`src/rtl/deserializer.sv`:
```
// Serial-to-parallel receiver: assembles WIDTH-bit words from strobed serial bits and offers them on a valid/ready handshake.
// Optional even-parity trailer bit enabled by defining DESERIALIZER_PARITY_CHECK_EN.
module deserializer #(
    parameter int WIDTH     = 16,
    parameter bit MSB_FIRST = 1'b1
) (
    input  logic             clock,
    input  logic             reset_n,
    input  logic             enable,
    input  logic             audio_data,
    input  logic             audio_enable,
    output logic [WIDTH-1:0] data_out,
    output logic             data_valid,
    input  logic             data_ready,
    output logic             busy,
    output logic             done,
    output logic             overrun,
    input  logic             overrun_clr,
    output logic             parity_error
);

`ifdef DESERIALIZER_PARITY_CHECK_EN
    localparam int FRAME_LEN = WIDTH + 1;
`else
    localparam int FRAME_LEN = WIDTH;
`endif
    localparam int CNT_W = $clog2(FRAME_LEN + 1);

    typedef enum logic {IDLE = 1'b0, SHIFT = 1'b1} state_t;

    state_t           r_state;
    state_t           w_state_next;
    logic [CNT_W-1:0] r_cnt;
    logic [WIDTH-1:0] r_shift;
    logic [WIDTH-1:0] w_shift_next;
    logic [WIDTH-1:0] w_word;
    logic [WIDTH-1:0] r_data;
    logic             r_valid;
    logic             r_done;
    logic             r_overrun;
    logic             w_strobe;
    logic             w_last;
    logic             w_accept;

    assign w_strobe     = enable & audio_enable;
    assign w_last       = w_strobe && (r_cnt == CNT_W'(FRAME_LEN - 1));
    assign w_accept     = !r_valid || data_ready;
    assign w_shift_next = MSB_FIRST ? {r_shift[WIDTH-2:0], audio_data}
                                    : {audio_data, r_shift[WIDTH-1:1]};

`ifdef DESERIALIZER_PARITY_CHECK_EN
    // The trailing strobe carries the parity bit, so the data word is already complete in r_shift.
    logic r_perr;
    logic w_perr;
    assign w_word       = r_shift;
    assign w_perr       = (^r_shift) ^ audio_data;
    assign parity_error = r_perr;

    always_ff @(posedge clock) begin
        if (!reset_n) begin
            r_perr <= 1'b0;
        end else if (w_last && w_accept) begin
            r_perr <= w_perr;
        end
    end
`else
    assign w_word       = w_shift_next;
    assign parity_error = 1'b0;
`endif

    always_ff @(posedge clock) begin
        if (!reset_n) begin
            r_state <= IDLE;
        end else begin
            r_state <= w_state_next;
        end
    end

    always_comb begin
        w_state_next = r_state;
        case (r_state)
            IDLE:  if (w_strobe) w_state_next = SHIFT;
            SHIFT: if (!enable || w_last) w_state_next = IDLE;
        endcase
    end

    always_ff @(posedge clock) begin
        if (!reset_n) begin
            r_cnt   <= '0;
            r_shift <= '0;
        end else if (!enable || w_last) begin
            r_cnt   <= '0;
            r_shift <= '0;
        end else if (w_strobe) begin
            r_cnt   <= r_cnt + 1'b1;
            r_shift <= w_shift_next;
        end
    end

    // A completing word replaces the held one only if the slot is empty or being drained this edge.
    always_ff @(posedge clock) begin
        if (!reset_n) begin
            r_data    <= '0;
            r_valid   <= 1'b0;
            r_done    <= 1'b0;
            r_overrun <= 1'b0;
        end else begin
            r_done <= w_last;
            if (w_last && w_accept) begin
                r_data  <= w_word;
                r_valid <= 1'b1;
            end else if (r_valid && data_ready) begin
                r_valid <= 1'b0;
            end
            if (w_last && !w_accept) begin
                r_overrun <= 1'b1;
            end else if (overrun_clr) begin
                r_overrun <= 1'b0;
            end
        end
    end

    assign data_out   = r_data;
    assign data_valid = r_valid;
    assign done       = r_done;
    assign overrun    = r_overrun;
    assign busy       = (r_state == SHIFT);

endmodule

```
`config.mk`:
```
export PLATFORM = sky130hd
export DESIGN_NAME = deserializer
export DESIGN_NICKNAME = d
export VERILOG_FILES = /design/src/rtl/deserializer.sv
export SDC_FILE = /design/constraint.sdc
export NUM_CORES = 1
export LEC_CHECK = 0
export CORE_MARGIN = 2
export CORE_UTILIZATION = 50
export CTS_CLUSTER_DIAMETER = 30
export DETAILED_ROUTE_END_ITERATION = 16
export MAX_ROUTING_LAYER = met4
export PLACE_DENSITY = 0.77
export REMOVE_ABC_BUFFERS = 1
export SLEW_MARGIN = 5
export SYNTH_ARGS = -nofsm -noshare
export SYNTH_HDL_FRONTEND = slang
export SYNTH_SLANG_ARGS = --single-unit
```
`constraint.sdc`:
```
create_clock -name clock -period 4.7 [get_ports clock]
set_clock_uncertainty 0.15 [all_clocks]
set_input_delay 1.175 -clock clock [delete_from_list [all_inputs] [get_ports clock]]
set_output_delay 1.175 -clock clock [all_outputs]
set_load 0.02 [all_outputs]
```
==> results of run 1 <==
==> cell usage in the layout, fill, tap and decap left out, types with 2 or more instances in the layout <==
cell type	count
and3_1	2
nand3_1	3
dfxtp_1	40
nand2_1	65
mux2i_1	16
nor2_1	3
clkdlybuf4s50_1	26
inv_1	2
and2_1	2
ha_1	2
a21oi_1	17
clkbuf_4	5
==> path summary, 6_finish.rpt <==
path / cells after the start / slack, ps / start / to
max reg2reg: 6 / 2270 / r_cnt[0] / data_out[4]
min: 2 / 310 / data_out[13] / data_out[13]
min reg2reg: 2 / 310 / data_out[13] / data_out[13]
max: 4 / 1810 / audio_enable / data_out[4]
==> layer usage <==
| metal | wire length, microns | vias up |
|---|---|---|
| met5 | 0 | - |
| met4 | 53 | 0 |
| met3 | 130 | 6 |
| met2 | 1423 | 31 |
| met1 | 1231 | 572 |
| li1 | - | 619 |
==> sequential cells by signal, summed over array words and instances (netlist names) <==
signal      flops
data_out       16
data_valid      1
busy            1
r_shift        15
done            1
overrun         1
r_cnt           5
==> power groups by stage <==
stage | sequential, uW | combinational [uW] | clock (uW)
floorplan | 349 | 8.98 | 0
global placement | 349 | 23.2 | 0
detailed placement | 349 | 24.0 | 0
CTS | 341 | 24.1 | 225
global route | 341 | 26.4 | 240
finish | 341 | 24.2 | 221
==> cells in the mapped netlist <==
cell type	instances	area, sq um
nand2_2	1	6.260
buf_1	3	11.26
a21boi_0	1	7.510
buf_6	1	11.26
clkbuf_1	3	11.26
a211oi_1	1	7.510
buf_2	3	15.01
mux2i_1	16	160.2
ha_1	2	25.02
nand3_2	1	10.01
xor2_1	1	8.760
xnor2_1	1	8.760
o22ai_1	1	6.260
inv_1	2	7.510
nor2b_2	1	8.760
a21oi_1	17	85.08
a31oi_1	1	6.260
nand2b_1	1	6.260
dfxtp_1	40	800.8
nand2_1	65	244.0
buf_4	1	7.510
or3_1	1	6.260
and2_1	2	12.51
nor2_1	3	11.26
conb_1	1	3.750
nand3_1	3	15.01
buf_12	1	20.02
and3_1	2	12.51
o21ai_0	1	5.000
o211ai_1	1	7.510
==> final cells by class <==
| cell class | instances | area, sq um |
|---|---|---|
| Timing Repair Buffer | 27 | 267.8 |
| Sequential cell | 40 | 800.8 |
| Multi-Input combinational cell | 124 | 664.4 |
| Fill cell | 268 | 1145 |
| Tap cell | 33 | 41.29 |
| Clock inverter | 2 | 35.03 |
| Inverter | 2 | 7.507 |
| Clock buffer | 6 | 41.29 |
==> critical path, cell delays in order <==
cell	delay (ps)
clkdlybuf4s50_1	600
nand3_2	150
nor2b_2	800
mux2i_1	280
==> through the flow <==
step / power (uW) / util (%)
finish: 586.5 / 61.88
global route: 608.3 / 61.88
CTS: 590.4 / 61.88
detailed placement: 372.8 / 59.33
global placement: 371.8 / 59.33
floorplan: 358.0 / -
==> cells by family (layout without fill, tap and decap cells) <==
group,count (synthesis),count (layout)
and+or+nand+nor,80,80
DFF,40,40
AOI/OAI and AO/OA,23,23
muxes,16,16
buffers and inverters,14,37
adders and majority gates,2,2
xor gates and xnor gates,2,2
other,1,1
==> run metrics, run 1 <==
power density over cell area approximately 320 nW/um^2; CTS Root Cell clkbuf_4; Vias between 1000 and 1500; final hold viol count 0; vias in the first global route 1118; CTS tree built; M2 GR Usage between 30% and 40%; met3 Usage GRT under 10%; relative slew slack approximately 33%; Pleak around 0.00060 uW; clock network power share between 30% and 40%; adder-cell share of the synthesized area under 10%; CP Launch Type input port; GRT Residual Overflow 0; crit path kind input port to flip-flop; CTS Hold Buffers Added 0; GPL Wtd Cong 0.7567; vias per cell about 5.2; Slew @ Worst Pin approximately 1000 ps; area of placed instances approximately 1800 sq um; Max Cap Viol 0; CTS buffer count 5; Setup-failing EPs final 0; Port Buf Inserts 26; Syn. warnings 0; Tcrit/Tclk final 61.52%; core area between 3000 and 4000 sq um; first-pass GRT wire length around 4900 microns; global route hottest layer met2; final worst slack between 1500 and 2000 ps; unrepaired setup endpoints after global routing no; HP Class flip-flop to flip-flop; # placed instances about 230; drt drc 0; worst hold slack approximately 310 ps; total global-route track usage a little under a fifth; pre-CTS setup slack between 1000 and 1500 ps; CP Max Fanout 16; Global Route met1 Usage 21.15%; cell internal pwr ~460 uW; Yosys cell types 30; Initial Util between 50% and 60%; share of layout cells above drive strength 1 5.473%; largest net degree at the start of global routing 38; Resized cells post-CTS 0; share of power burned in registers between 50 and 60%; run status finished clean; critical path data arrival time between 3000 and 4000 ps; drt pass-1 iters 4; Post-Synth XOR/XNOR Area ~1.1%; Clock Pin Slew Worst Setup and Hold Paths approximately 120 ps; Final ANT Viol Nets 0; post-synthesis cell area ~1500 sq um; NetSw 126.9 uW; largest family of logic cells by synthesized area simple AND/OR/NAND/NOR gates; fin cells around 230; Seq cells post-synth 40; Switching Share a little over a fifth; Post-CTS Setup Inserts 0; DRT iter0 DRCs 41; logic gate share of total power between 4 and 5%; Clock H-tree levels 2; dpl hpwl 2014 microns; Nets 209; Setup TNS Final 0 ps; Synth Area per Inst 8.702 sq um; Vert. Die Dim around 60 microns; io pins 28; Simple-Gate Fraction of Synth Area 21.49%; post-synthesis mux area share 10.34%; maximum vdd drop roughly 0.26 mV; Post-Synthesis Cells between 150 and 200; Routed WL per cell approximately 12 microns; clock buffer depth 2; final number of max-transition violations 0; Die Width approximately 60 microns; Core Rows 20; Fmax achieved ~350 MHz; CP Capture Type flip-flop; latest clock arrival within the worst-skew pair 350 ps; Ant. Diodes 0; worst path required time ~4800 ps; Final Cell Area 1858 sq um; fin crit period 2892 ps; routed wire length about 2800 microns; die area between 3000 and 4000 sq um; initial antenna violation count 0; Compound-Gate Fraction of Synth Area slightly above 8%; Sink Count 40; area grow syn2layout 19.95%; Seq/Total Area, Yosys between 50% and 60%
(Power assumes the default switching activity.)
==> run 2: changes to the inputs <==
==> constraint.sdc (replaced) <==
create_clock -name clock -period 2.7 [get_ports clock]
set_clock_uncertainty 0.15 [all_clocks]
set_input_delay 0.675 -clock clock [delete_from_list [all_inputs] [get_ports clock]]
set_output_delay 0.675 -clock clock [all_outputs]
set_load 0.02 [all_outputs]
==> run 2 against run 1 <==
Net effect:
- wire length decreased by 4.6%
- worst setup slack got worse by 1200 ps
- non-clock buffer count increased by 3
- sequential share of layout area decreased by 0.52 points
- critical path depth decreased by 3
- count of clock-buffer cells in the layout unchanged
- final cell count increased by 1.3%
- cell area increased by 1.2%
- power increased by 74%
- sequential power increased by 74%
- critical endpoint is now data_valid
- largest cell class unchanged
==> run metrics, run 2 (synthesis gave the netlist of run 1 again) <==
run status finished clean (unchanged); crit path buf inv count 1 (unchanged); power density over cell area 542.2 nW/um^2 (was 315.7 nW/um^2); GRT Residual Overflow 0 (unchanged); crit path kind flip-flop to primary output (was input port to flip-flop); Nets 212 (was 209); fin cells 237 (was 234); drt drc 0 (unchanged); unrepaired setup endpoints after global routing no (unchanged); core area 3003 sq um (unchanged); CTS Hold Buffers Added 0 (unchanged); io pins 28 (unchanged); initial antenna violation count 0 (unchanged); Pleak 0.0006101 uW (was 0.0005950 uW); CTS buffer count 5 (unchanged); Fmax achieved around 470 MHz; Setup TNS Final 0 ps (unchanged); Max Cap Viol 0 (unchanged); dpl hpwl 1919 microns (was 2014 microns); vias in the first global route 1073 (was 1118); GPL Wtd Cong 0.7723 (was 0.7567); Sink Count 40 (unchanged); Die Width 59.66 microns (unchanged); clock buffer depth 2 (unchanged); Ant. Diodes 0 (unchanged); total global-route track usage 18.04% (was 18.99%); Setup-failing EPs final 0 (unchanged); Resized cells post-CTS 0 (unchanged); critical path data arrival time 1310 ps (was 3020 ps); final number of max-transition violations 0 (unchanged); Design Power 1020 uW (was 586.5 uW); crit path cell chain clkdlybuf4s50_1 (was clkdlybuf4s50_1 > nand3_2 > nor2b_2 > mux2i_1); commonest cells after routing, fill and taps aside 65 x nand2_1, 40 x dfxtp_1, 26 x clkdlybuf4s50_1 (unchanged); CP Launch Type flip-flop (was input port); most common cell after layout, fill and taps aside nand2_1 (unchanged); Core Rows 20 (unchanged); routed wire length 2708 microns (was 2839 microns); vias per cell 5.160 (was 5.248); maximum vdd drop 0.3281 mV (was 0.2573 mV); worst path required time 1880 ps (was 4830 ps); fillers 264 (was 268); Clock Pin Slew Worst Setup and Hold Paths 110 ps (was 120 ps); final worst slack 566.6 ps (was 1808 ps); final hold viol count 0 (unchanged); die area 3559 sq um (unchanged); pre-CTS setup slack 407.6 ps (was 1420 ps); # placed instances 229 (was 226); Largest delay share family, worst path buffers and inverters (was simple AND/OR/NAND/NOR gates); Initial Util 51.58% (unchanged); CTS tree built (unchanged); max reg flops 16 (unchanged); fin crit period around 2100 ps; share of layout cells above drive strength 1 6.863% (was 5.473%); Tcrit/Tclk final between 70% and 80%; CP peak stage delay 610 ps (was 800 ps); CTS Root Cell clkbuf_4 (unchanged); CP Max Fanout 2 (was 16); DRT iter0 DRCs 34 (was 41); latest clock arrival within the worst-skew pair 350 ps (about the same); area grow syn2layout 21.41% (was 19.95%); largest net degree at the start of global routing 31 (was 38); Final ANT Viol Nets 0 (unchanged); Vert. Die Dim 59.66 microns (unchanged); Routed WL per cell 11.43 microns (was 12.13 microns); HP Class flip-flop to flip-flop (unchanged); Slowest-stage cell, CP clkdlybuf4s50_1 (was nor2b_2); CP Capture Type primary output (was flip-flop); Vias 1223 (was 1228); worst hold slack 314.5 ps (was 313.2 ps); Post-CTS Setup Inserts 0 (unchanged); Clock H-tree levels 2 (unchanged); Port Buf Inserts 26 (unchanged); first-pass GRT wire length 4643 microns (was 4885 microns); drt pass-1 iters 4 (unchanged)
## run 2: cell type report
type	instances	area [sq um]	share of cell area, %
sequential	40	800.8	42.58
multi-input combinational	124	664.4	35.33
timing repair buffer	30	290.3	15.44
clock buffer	6	41.29	2.196
tap	33	41.29	2.196
clock inverter	2	35.03	1.863
inverter	2	7.507	0.3992
## run 2: per-stage QoR
step                utilization, %  area [sq um]
CTS                          62.63          1881
finish                       62.63          1881
global placement             60.08          1804
global route                 62.63          1881
floorplan                        -          1473
detailed placement           60.08          1804
## run 2: worst min-delay path: cells and delay by family, from the launching register on
family           cells  cell delay (ps)
multiplexers         1               50
AND/OR/NAND/NOR      1               50
flip-flops           1              330
## run 2: where the power goes
group	switching [uW]	internal [uW]	total (uW)
clock	187	194	382
combinational	28.6	15.8	44.5
sequential	1.55	592	594
total	218	802	1020
## run 2: per-layer routing
layer  vias up  global-route usage, %  routed length [microns]
met5         -                      -                        0
li1        631                      -                        -
met1       558                  21.64                     1250
met4         0                  8.254                       61
met3         6                  4.762                       95
met2        28                  28.26                     1299
## run 2: path summary, 6_finish.rpt
kind                             startpoint     endpoint  slack (ps)  depth (start not counted)
worst max-delay path             data_valid   data_valid         570                          1
worst min-delay path            data_out[7]  data_out[7]         310                          2
worst max register to register     r_cnt[0]  data_out[4]         790                          7
worst min register to register  data_out[7]  data_out[7]         310                          2
==> run 3: changes to the inputs <==
==> constraint.sdc (replaced) <==
create_clock -name clock -period 2.2 [get_ports clock]
set_clock_uncertainty 0.15 [all_clocks]
set_input_delay 0.55 -clock clock [delete_from_list [all_inputs] [get_ports clock]]
set_output_delay 0.55 -clock clock [all_outputs]
set_load 0.02 [all_outputs]
==> run 3 against run 2 <==
Net effect:
- global-route usage rose by 1.2 points
- clock power hardly changed
- worst setup slack got worse by 410 ps
- critical path depth is the same
- register-to-register slack got worse by 470 ps
- count of clock-buffer cells in the layout did not move
- wire length up 6.3%
- critical path type unchanged
- critical endpoint unchanged
- largest cell class unchanged
==> run metrics, run 3 (synthesis gave the netlist of run 1 again) <==
dpl hpwl 2108 microns (was 1919 microns); Largest delay share family, worst path buffers and inverters (unchanged); CTS tree built (unchanged); CTS Root Cell clkbuf_4 (unchanged); met1 WL 1240 microns (was 1250 microns); Core Rows 20 (unchanged); maximum vdd drop 0.3194 mV (was 0.3281 mV); vias in the first global route 1179 (was 1073); Setup TNS Final 0 ps (unchanged); initial antenna violation count 0 (unchanged); GPL Wtd Cong 0.7913 (was 0.7723); die area 3559 sq um (unchanged); Routed WL per cell 12.05 microns (was 11.43 microns); max reg flops 16 (unchanged); run status finished clean (unchanged); Design Power 1169 uW (was 1020 uW); Initial Util 51.58% (unchanged); Ant. Diodes 0 (unchanged); Max Cap Viol 0 (unchanged); critical path data arrival time 1340 ps (was 1310 ps); core area 3003 sq um (unchanged); fillers 263 (was 264); wire length on met2 1464 microns (was 1299 microns); CP Max Fanout 2 (unchanged); Sink Count 40 (unchanged); CP peak stage delay 630 ps (was 610 ps); Fmax achieved 489.1 MHz; area grow syn2layout 23.02% (was 21.41%); clock buffer depth 2 (unchanged); Nets 214 (was 212); Clock H-tree levels 2 (unchanged); vias per cell 5.167 (was 5.160); HP Class flip-flop to flip-flop (unchanged); max layer used met4 (unchanged); drt drc 0 (unchanged); latest clock arrival within the worst-skew pair 340 ps (was 350 ps); Post-CTS Setup Inserts 0 (unchanged); Resized cells post-CTS 0 (unchanged); routed wire length 2879 microns (was 2708 microns); crit path kind flip-flop to primary output (unchanged); first-pass GRT wire length 4954 microns (was 4643 microns); DRT iter0 DRCs 56 (was 34); Vias 1235 (was 1223); crit path cell chain clkdlybuf4s50_1 (unchanged); drt pass-1 iters 4 (unchanged); final number of max-transition violations 0 (unchanged); Vert. Die Dim 59.66 microns (unchanged); total global-route track usage 19.26% (was 18.04%); Slowest-stage cell, CP clkdlybuf4s50_1 (unchanged); CP Launch Type flip-flop (unchanged); largest net degree at the start of global routing 31 (unchanged); metal3 WL 112 microns (was 95 microns); fin crit period between 2000 and 2500 ps; post-layout util 63.46% (was 62.63%); commonest cells after routing, fill and taps aside 65 x nand2_1, 40 x dfxtp_1, 26 x clkdlybuf4s50_1 (unchanged); Tcrit/Tclk final just over 90%; worst path required time 1500 ps (was 1880 ps); GRT Residual Overflow 0 (unchanged); share of layout cells above drive strength 1 8.252% (was 6.863%); crit path buf inv count 1 (unchanged); Setup-failing EPs final 0 (unchanged); Pleak 0.0006234 uW (was 0.0006101 uW); Clock Pin Slew Worst Setup and Hold Paths 110 ps (about the same); unrepaired setup endpoints after global routing no (unchanged); Port Buf Inserts 26 (unchanged); power density over cell area 613.4 nW/um^2 (was 542.2 nW/um^2); CTS Hold Buffers Added 0 (unchanged); io pins 28 (unchanged); CTS buffer count 5 (unchanged); Die Width 59.66 microns (unchanged); CP Capture Type primary output (unchanged); final hold viol count 0 (unchanged); most common cell after layout, fill and taps aside nand2_1 (unchanged); Final ANT Viol Nets 0 (unchanged)
[run 3: metrics by stage]
step                hold WS (ps)  instances  area [sq um]  worst slack, ps
floorplan                  286.6        166          1473            145.1
global placement           290.8        231          1844            153.0
detailed placement         297.3        231          1844            52.70
CTS                        313.1        239          1906            150.3
global route               330.1        239          1906            99.21
finish                     309.7        239          1906            155.6
[run 3: worst paths after layout]
kind | startpoint | endpoint | slack [ps] | cells after the start
setup / recovery | data_valid | data_valid | 160 | 1
hold / removal | data_out[12] | data_out[12] | 310 | 2
setup reg to reg | r_cnt[0] | r_shift[9] | 320 | 7
hold reg to reg | data_out[12] | data_out[12] | 310 | 2
[run 3: layout make-up]
cell class	instances	area [sq um]	area share [%]
clock buffers	6	51.30	2.692
well taps	33	41.29	2.167
multi-input cells	124	664.4	34.87
flip-flops and latches	40	800.8	42.02
clock inverters	2	10.01	0.5253
inverters	2	7.507	0.3940
repair buffers	32	330.3	17.33
[run 3: power by group]
| group | switching (uW) | leakage [uW] | internal (uW) |
|---|---|---|---|
| Clock | 227 | 0.0000380 | 152 |
| Sequential | 2.20 | 0.000322 | 726 |
| Combinational | 37.0 | 0.000263 | 24.0 |
| Total | 266 | 0.000623 | 903 |
[run 3: per-layer routing]
layer | vias up | global-route usage (%)
li1 | 631 | -
met1 | 568 | 21.26
met2 | 30 | 31.83
met3 | 6 | 6.494
met4 | 0 | 7.619
met5 | - | -
[run 3: tightest hold or removal path, cell delays in order, from the launching register on]
cell	delay, ps
dfxtp_1	320
nand2_1	50
mux2i_1	50
